`src/rtl/decodificador_3a8_sec.sv`:
```
// Registered 3-to-8 decoder with valid/ready handshake.
// An accepted code drives its one-hot line for HOLD_CYCLES cycles, then
// all lines stay low for GAP_CYCLES cycles before a new code is taken.
// A cancel aborts the current hold or gap and returns to idle.
module decodificador_3a8_sec #(
  parameter int HOLD_CYCLES = 4,  // 1..255
  parameter int GAP_CYCLES  = 2   // 0..255
) (
  input  logic       clk,
  input  logic       reset,       // asynchronous, active-low
  input  logic [2:0] code,
  input  logic       code_valid,
  input  logic       cancel,
  output logic       ready,
  output logic [7:0] salidas,
  output logic       activa,
  output logic       done,
  output logic [2:0] ultimo
);

  typedef enum logic [1:0] {
    ST_IDLE = 2'd0,
    ST_HOLD = 2'd1,
    ST_GAP  = 2'd2
  } state_e;

  // The counter only ever holds values up to max(HOLD, GAP) - 1.
  localparam int MAX_CYC = (HOLD_CYCLES > GAP_CYCLES) ? HOLD_CYCLES : GAP_CYCLES;
  localparam int CW      = (MAX_CYC > 1) ? $clog2(MAX_CYC) : 1;

  localparam logic [CW-1:0] HOLD_LOAD = CW'(HOLD_CYCLES - 1);
  localparam logic [CW-1:0] GAP_LOAD  = CW'((GAP_CYCLES > 0) ? GAP_CYCLES - 1 : 0);
  localparam logic [CW-1:0] CNT_ONE   = CW'(1);

  state_e        state_q, state_d;
  logic [CW-1:0] cnt_q,   cnt_d;
  logic [7:0]    salidas_q, salidas_d;
  logic          activa_q,  activa_d;
  logic          done_q,    done_d;
  logic [2:0]    ultimo_q,  ultimo_d;

  // State register: every flop of the block, cleared by the async reset.
  // NOTE: sequential state uses non-blocking assignments so all flops sample
  // the same pre-edge values; blocking here would create order-dependent races.
  always_ff @(posedge clk or negedge reset) begin
    if (!reset) begin
      state_q   <= ST_IDLE;
      cnt_q     <= '0;
      salidas_q <= '0;
      activa_q  <= 1'b0;
      done_q    <= 1'b0;
      ultimo_q  <= '0;
    end else begin
      state_q   <= state_d;
      cnt_q     <= cnt_d;
      salidas_q <= salidas_d;
      activa_q  <= activa_d;
      done_q    <= done_d;
      ultimo_q  <= ultimo_d;
    end
  end

  // Next-state logic: accept in IDLE, count down the hold and the gap,
  // and let cancel win over counter expiry.
  always_comb begin
    // NOTE: every signal gets a default before the case so no path leaves
    // one unassigned, which would otherwise infer a latch.
    state_d   = state_q;
    cnt_d     = cnt_q;
    salidas_d = salidas_q;
    activa_d  = activa_q;
    done_d    = 1'b0;
    ultimo_d  = ultimo_q;

    unique case (state_q)
      ST_IDLE: begin
        if (code_valid && !cancel) begin
          salidas_d = 8'h01 << code;
          activa_d  = 1'b1;
          ultimo_d  = code;
          cnt_d     = HOLD_LOAD;
          state_d   = ST_HOLD;
        end
      end

      ST_HOLD: begin
        if (cancel) begin
          salidas_d = '0;
          activa_d  = 1'b0;
          cnt_d     = '0;
          state_d   = ST_IDLE;
        end else if (cnt_q != '0) begin
          cnt_d = cnt_q - CNT_ONE;
        end else begin
          salidas_d = '0;
          activa_d  = 1'b0;
          done_d    = 1'b1;
          if (GAP_CYCLES > 0) begin
            cnt_d   = GAP_LOAD;
            state_d = ST_GAP;
          end else begin
            cnt_d   = '0;
            state_d = ST_IDLE;
          end
        end
      end

      ST_GAP: begin
        if (cancel || cnt_q == '0) begin
          cnt_d   = '0;
          state_d = ST_IDLE;
        end else begin
          cnt_d = cnt_q - CNT_ONE;
        end
      end

      default: begin
        salidas_d = '0;
        activa_d  = 1'b0;
        cnt_d     = '0;
        state_d   = ST_IDLE;
      end
    endcase
  end

  // Output logic: ready is combinational on state and cancel, the rest is registered.
  always_comb begin
    ready   = (state_q == ST_IDLE) && !cancel;
    salidas = salidas_q;
    activa  = activa_q;
    done    = done_q;
    ultimo  = ultimo_q;
  end

endmodule

```
`config.mk`:
```
export PLATFORM = sky130hd
export DESIGN_NAME = decodificador_3a8_sec
export DESIGN_NICKNAME = d
export VERILOG_FILES = /design/src/rtl/decodificador_3a8_sec.sv
export SDC_FILE = /design/constraint.sdc
export NUM_CORES = 1
export LEC_CHECK = 0
export CAP_MARGIN = 20
export CORE_UTILIZATION = 30
export DETAILED_ROUTE_END_ITERATION = 12
export HOLD_SLACK_MARGIN = 0.08
export PLACE_DENSITY_LB_ADDON = 0.05
export SLEW_MARGIN = 5
export SYNTH_ARGS = -nofsm -noshare
export SYNTH_HDL_FRONTEND = slang
export SYNTH_SLANG_ARGS = --single-unit
```
`constraint.sdc`:
```
create_clock -name clk -period 3.65 [get_ports clk]
set_input_delay 0.365 -clock clk [delete_from_list [all_inputs] [get_ports clk]]
set_output_delay 0.365 -clock clk [all_outputs]
set_load 0.02 [all_outputs]
```
==> impl_metrics.py, run 1 <==
metrics = {
    "clock_network": {
        "cts_made_buffers": 3,
        "h-tree-depth": 1,
        "post_cts_buffers": 0,
        "ctsResizeCount": 0,
        "cts_hold_buf": 0,
        "cts_tree": "done",
        "cts_sinks": 17,
        "worst_skew_pair.late_latency_ps": 280,
        "cts.clk_slew.worst_paths_ps": 90,
        "clock_path_buffers": 2,
        "root_buffer": "clkbuf_4",
    },
    "layout": {
        "utilization": 0.413,
        "nets": 101,
        "stdcell_count": 121,
        "area_delta_synth_final_pct": 30.7,
        "antenna_cells": 0,
        "drive_above_1_share": 0.0659,
    },
    "run": {
        "drv_cap": 0,
    },
    "pwr": {
        "p_leak_nw": 0.444,
        "ir_drop_mv": 0.305,
        "power.total_mw": 0.584,
        "powerDensity_nw_per_um2": 572,
    },
    "worst_setup_path": {
        "cp-end-kind": "output port",
        "crit_arrival_ps": 1760,
        "start_kind": "input port",
        "path_max_fanout": 10,
        "required_ps": 3280,
        "worstRegToRegCells": 5,
        "crit_type": "input port to output port",
        "timing.rr.start": "cnt_q[0]",
        "r2r_end": "salidas[0]",
        "r2r_slack_ps": 1950,
    },
    "global_routing": {
        "grt-ovfl-total": 0,
        "antenna_found_initial": 0,
        "grt_usage": 0.140,
        "grt_pass1_vias": 597,
        "grt_max_degree": 18,
        "grt_pass1_wl_mm": 2.77,
    },
    "yosys": {
        "synth_nets": 80,
        "syn_avg_cell_area_um2": 11.0,
        "netlist_instances": 71,
        "synth_seq_cells": 17,
        "synth_cell_types": 27,
        "yosysWarningCount": 0,
        "yosysSeqAreaShare": 0.544,
        "syn-cell-area_um2": 782,
    },
    "timing": {
        "worst_slew_pin_slew_ps": 745,
        "setup_tns_ps": 0,
        "skew_ps": 2.85,
        "max_freq_ghz": 0.470,
        "setup_viol_count_final": 0,
        "finalHoldViolations": 0,
        "finalCritPeriodShare": 0.583,
        "slew_viol_final": 0,
        "relSlewSlack": 0.502,
        "rsz0062_at_grt": "no",
        "finalCriticalPeriod_ps": 2130,
    },
    "worst_hold_path": {
        "hold_end": "ultimo[2]",
        "holdCritPathClass": "register to register",
        "hp-start": "ultimo[2]",
        "whs_path_depth": 2,
    },
    "drt": {
        "detail_route.vias_per_cell": 4.85,
        "drtAntennaViolNets": 0,
        "wl_mm": 1.58,
        "post-route-drc-count": 0,
        "drtIter0Drc": 7,
        "first_pass_iters": 4,
        "wl_per_cell_um": 13.1,
        "num_vias": 587,
    },
    "floorplan": {
        "row_count": 18,
        "core_region_area_um2": 2480,
        "die_x_um": 53.1,
        "die_h_um": 53.1,
        "dieArea_um2": 2810,
        "start_util": 0.316,
        "ioPinCount": 21,
    },
    "placement": {
        "io_buffers": 20,
        "dpl.hpwl_mm": 1.16,
        "placed_cells": 117,
        "gp_congestion": 0.684,
    },
    "outcome": {
        "status": "finished, final reports clean",
    },
}
-- layout make-up --
class	instances	area [um^2]
inverters	5	18.8
fillers	255	1460
clock buffers	4	26.3
multi-input cells	45	314
flip-flops and latches	17	425
repair buffers	20	200
well taps	30	37.5
-- metal layers --
| layer | share of wire | global-route usage | wire length, um | up-vias |
|---|---|---|---|---|
| met2 | 0.44 | 0.198 | 692 | 12 |
| met1 | 0.52 | 0.202 | 817 | 276 |
| met4 | 0.0082 | 0.0526 | 13 | 0 |
| li1 | - | - | - | 297 |
| met3 | 0.038 | 0.0345 | 60 | 2 |
| met5 | 0 | 0 | 0 | - |
-- metrics by stage --
stage          area, um^2  hold slack (ps)  setup slack [ps]
2_1_floorplan         782             69.4              2170
3_3_place_gp          996              463              1550
3_5_place_dp          996              470              1520
4_1_cts              1020              497              1520
5_1_grt              1020              519              1460
6_report             1020              493              1520
-- cells by family after synthesis --
logic type,share of synthesized area
AOI/OAI and AO/OA,0.186
adders and majority gates,0.0320
buffers and inverters,0.0544
and+or+nand+nor,0.171
muxes,0.0128
DFF,0.544
-- cell usage in the layout (no fill, tap or decap), types with 3 or more instances in the layout --
cell type and count:
nand2_1 8, o2bb2ai_1 3, clkdlybuf4s50_1 20, dfrtp_1 17, a32o_1 5, nor3_1 3
o21ai_0 4, clkbuf_4 3, inv_1 5
-- power breakdown --
part / internal, mW / switching, mW / leakage [nW]
Sequential: 0.229 / 0.0405 / 0.223
Combinational: 0.104 / 0.112 / 0.206
Clock: 0.0423 / 0.0554 / 0.0150
Total: 0.376 / 0.208 / 0.444
-- worst max-delay path: stages --
cell and delay, ps:
clkdlybuf4s50_1 570, nor3_1 200, clkdlybuf4s50_1 630
-- worst max path at each step --
stage	from	endpoint	slack, ps
final	cancel	ready	1520
after global routing	cancel	ready	1460
after global placement	cancel	ready	1550
after floorplan	cnt_q[0]	salidas[0]	2170
after CTS	cancel	ready	1520
after detailed placement	cancel	ready	1520
-- registers in the layout, indices dropped and copies added (netlist names) --
signal and flops:
activa 1, cnt_q 2, done 1, salidas 8, state_q 2, ultimo 3
-- cell usage after synthesis --
library cell | count | share of area
or3_1 | 1 | 0.0080
nor2_4 | 1 | 0.014
nand2_1 | 8 | 0.038
a21oi_2 | 1 | 0.011
mux2i_1 | 1 | 0.013
a21o_1 | 1 | 0.0096
ha_1 | 2 | 0.032
a21oi_1 | 1 | 0.0064
o22ai_1 | 1 | 0.0080
and3_1 | 1 | 0.0080
dfrtp_1 | 17 | 0.54
o31ai_1 | 2 | 0.019
o2bb2ai_1 | 3 | 0.034
or4b_1 | 1 | 0.013
nand3b_1 | 2 | 0.019
o21ai_0 | 4 | 0.026
nor2_1 | 2 | 0.0096
a31oi_1 | 1 | 0.0080
clkbuf_1 | 2 | 0.0096
a32o_1 | 5 | 0.064
nor3_1 | 3 | 0.019
nand3_1 | 1 | 0.0064
buf_6 | 1 | 0.014
inv_1 | 5 | 0.024
nor2b_1 | 2 | 0.016
buf_2 | 1 | 0.0064
nor4b_2 | 1 | 0.019
No activity file was read; power rests on OpenSTA's default activity.
==> run 2, diff against run 1 <==
==> constraint.sdc (replaced) <==
create_clock -name clk -period 1.78 [get_ports clk]
set_input_delay 0.178 -clock clk [delete_from_list [all_inputs] [get_ports clk]]
set_output_delay 0.178 -clock clk [all_outputs]
set_load 0.02 [all_outputs]
==> run 2 against run 1 <==
Effect of this change: critical endpoint is now salidas[7]; via count grew 6.8%; largest cell class unchanged; global-route usage grew 0.36 points; routed wire length grew 3.8%; critical path type is now register to register.
==> impl_metrics.py, run 2 (synthesis results as in run 1) <==
metrics = {
    "worst_setup_path": {
        "slowest_delay_ps": 390,
        "start_kind": "register",
        "r2r_end": "salidas[7]",
        "crit_arrival_ps": 1800,
        "cp-end-kind": "register",
        "slowest_stage": "dfrtp_1",
        "required_ps": 1990,
        "crit_type": "register to register",
        "timing.rr.start": "cnt_q[1]",
        "crit_family": "compound AO/OA/AOI/OAI gates",
        "crit_chain": "inv_1, ha_1, or3_1, a21oi_2, o2bb2ai_1",
        "worstRegToRegCells": 5,
        "r2r_slack_ps": 190,
        "path_buf_inv": 1,
        "path_max_fanout": 9,
    },
    "layout": {
        "antenna_cells": 0,
        "largest_register_ffs": 8,
        "mostFrequentLayoutCells": "19 x clkdlybuf4s50_1, 16 x dfrtp_1, 8 x nand2_1",
        "nFillCells": 253,
        "final_common_cell": "clkdlybuf4s50_1",
        "area_delta_synth_final_pct": 37.6,
        "drive_above_1_share": 0.153,
        "nets": 108,
    },
    "placement": {
        "io_buffers": 20,
        "gp_congestion": 0.717,
        "dpl.hpwl_mm": 1.18,
    },
    "timing": {
        "setup_viol_count_final": 0,
        "timing.hold.ws_ps": 195,
        "finalCritPeriodShare": 0.895,
        "rsz0062_at_grt": "no",
        "worst_slew_pin_slew_ps": 414,
        "slew_viol_final": 0,
        "relSlewSlack": 0.724,
        "max_freq_ghz": 0.628,
        "setup_tns_ps": 0,
        "finalCriticalPeriod_ps": 1590,
        "finalHoldViolations": 0,
        "skew_ps": 8.84,
    },
    "global_routing": {
        "grt_max_degree": 18,
        "grt_pass1_wl_mm": 2.82,
        "grt-ovfl-total": 0,
        "grt_usage": 0.144,
        "antenna_found_initial": 0,
        "grt_pass1_vias": 583,
    },
    "drt": {
        "num_vias": 627,
        "first_pass_iters": 4,
        "wl_per_cell_um": 12.8,
        "drtIter0Drc": 6,
        "drtAntennaViolNets": 0,
        "post-route-drc-count": 0,
        "detail_route.vias_per_cell": 4.90,
        "wl_mm": 1.64,
    },
    "clock_network": {
        "post_cts_buffers": 0,
        "worst_skew_pair.late_latency_ps": 290,
        "cts_made_buffers": 3,
        "cts.clk_slew.worst_paths_ps": 100,
        "root_buffer": "clkbuf_4",
        "h-tree-depth": 1,
        "clock_path_buffers": 2,
        "cts_sinks": 17,
        "cts_hold_buf": 0,
        "cts_tree": "done",
    },
    "floorplan": {
        "dieArea_um2": 2810,
        "die_x_um": 53.1,
        "core_region_area_um2": 2480,
        "ioPinCount": 21,
        "row_count": 18,
        "die_h_um": 53.1,
        "start_util": 0.316,
    },
    "worst_hold_path": {
        "holdCritPathClass": "input port to asynchronous set/reset pin",
    },
    "run": {
        "drv_cap": 0,
    },
    "pwr": {
        "powerDensity_nw_per_um2": 1160,
        "ir_drop_mv": 0.628,
        "p_leak_nw": 0.482,
    },
    "outcome": {
        "status": "finished, final reports clean",
    },
}
run 2: cell type report:
cell class / instances / area, um^2 / area share
clock inverter: 1 / 5.00 / 0.00465
timing repair buffer: 27 / 251 / 0.234
multi-input combinational: 45 / 314 / 0.292
inverter: 5 / 18.8 / 0.0174
clock buffer: 3 / 22.5 / 0.0209
tap: 30 / 37.5 / 0.0349
sequential: 17 / 427 / 0.397
run 2: how the worst max path moves through the flow:
stage,startpoint,endpoint,slack [ps],depth (start not counted)
5_1_grt,cnt_q[1],salidas[5],30,5
3_3_place_gp,cancel,salidas[2],-20,4
4_1_cts,state_q[1],salidas[0],180,3
6_report,cnt_q[1],salidas[7],190,5
2_1_floorplan,cnt_q[0],salidas[0],300,5
3_5_place_dp,cancel,salidas[0],-60,4
run 2: layer usage:
| metal | track usage | vias to the layer above | wire (um) | part of all wire |
|---|---|---|---|---|
| li1 | - | 313 | - | - |
| met1 | 0.189 | 298 | 832 | 0.51 |
| met5 | 0 | - | 0 | 0 |
| met4 | 0.0263 | 0 | 13 | 0.0079 |
| met2 | 0.217 | 14 | 725 | 0.44 |
| met3 | 0.0632 | 2 | 72 | 0.044 |
run 2: repair_timing:
item	in CTS	in global routing
endpoints found under the setup margin	1	0
resized for setup	2	0
hold endpoints to repair	0	0
run 2: per-stage QoR:
stage / worst slack, ps / area (um^2) / power [mW] / utilization / cells
2_1_floorplan: 300 / 782 / 0.821 / - / 71
3_3_place_gp: -21.2 / 1050 / 1.06 / 0.423 / 124
3_5_place_dp: -55.4 / 1050 / 1.06 / 0.423 / 124
4_1_cts: 177 / 1080 / 1.28 / 0.434 / 128
5_1_grt: 25.3 / 1080 / 1.35 / 0.434 / 128
6_report: 187 / 1080 / 1.25 / 0.434 / 128
run 2: power breakdown:
part / leakage, nW / switching (mW) / internal (mW)
logic: 0.243 / 0.263 / 0.252
clock network: 0.0177 / 0.119 / 0.0835
registers: 0.222 / 0.0644 / 0.471
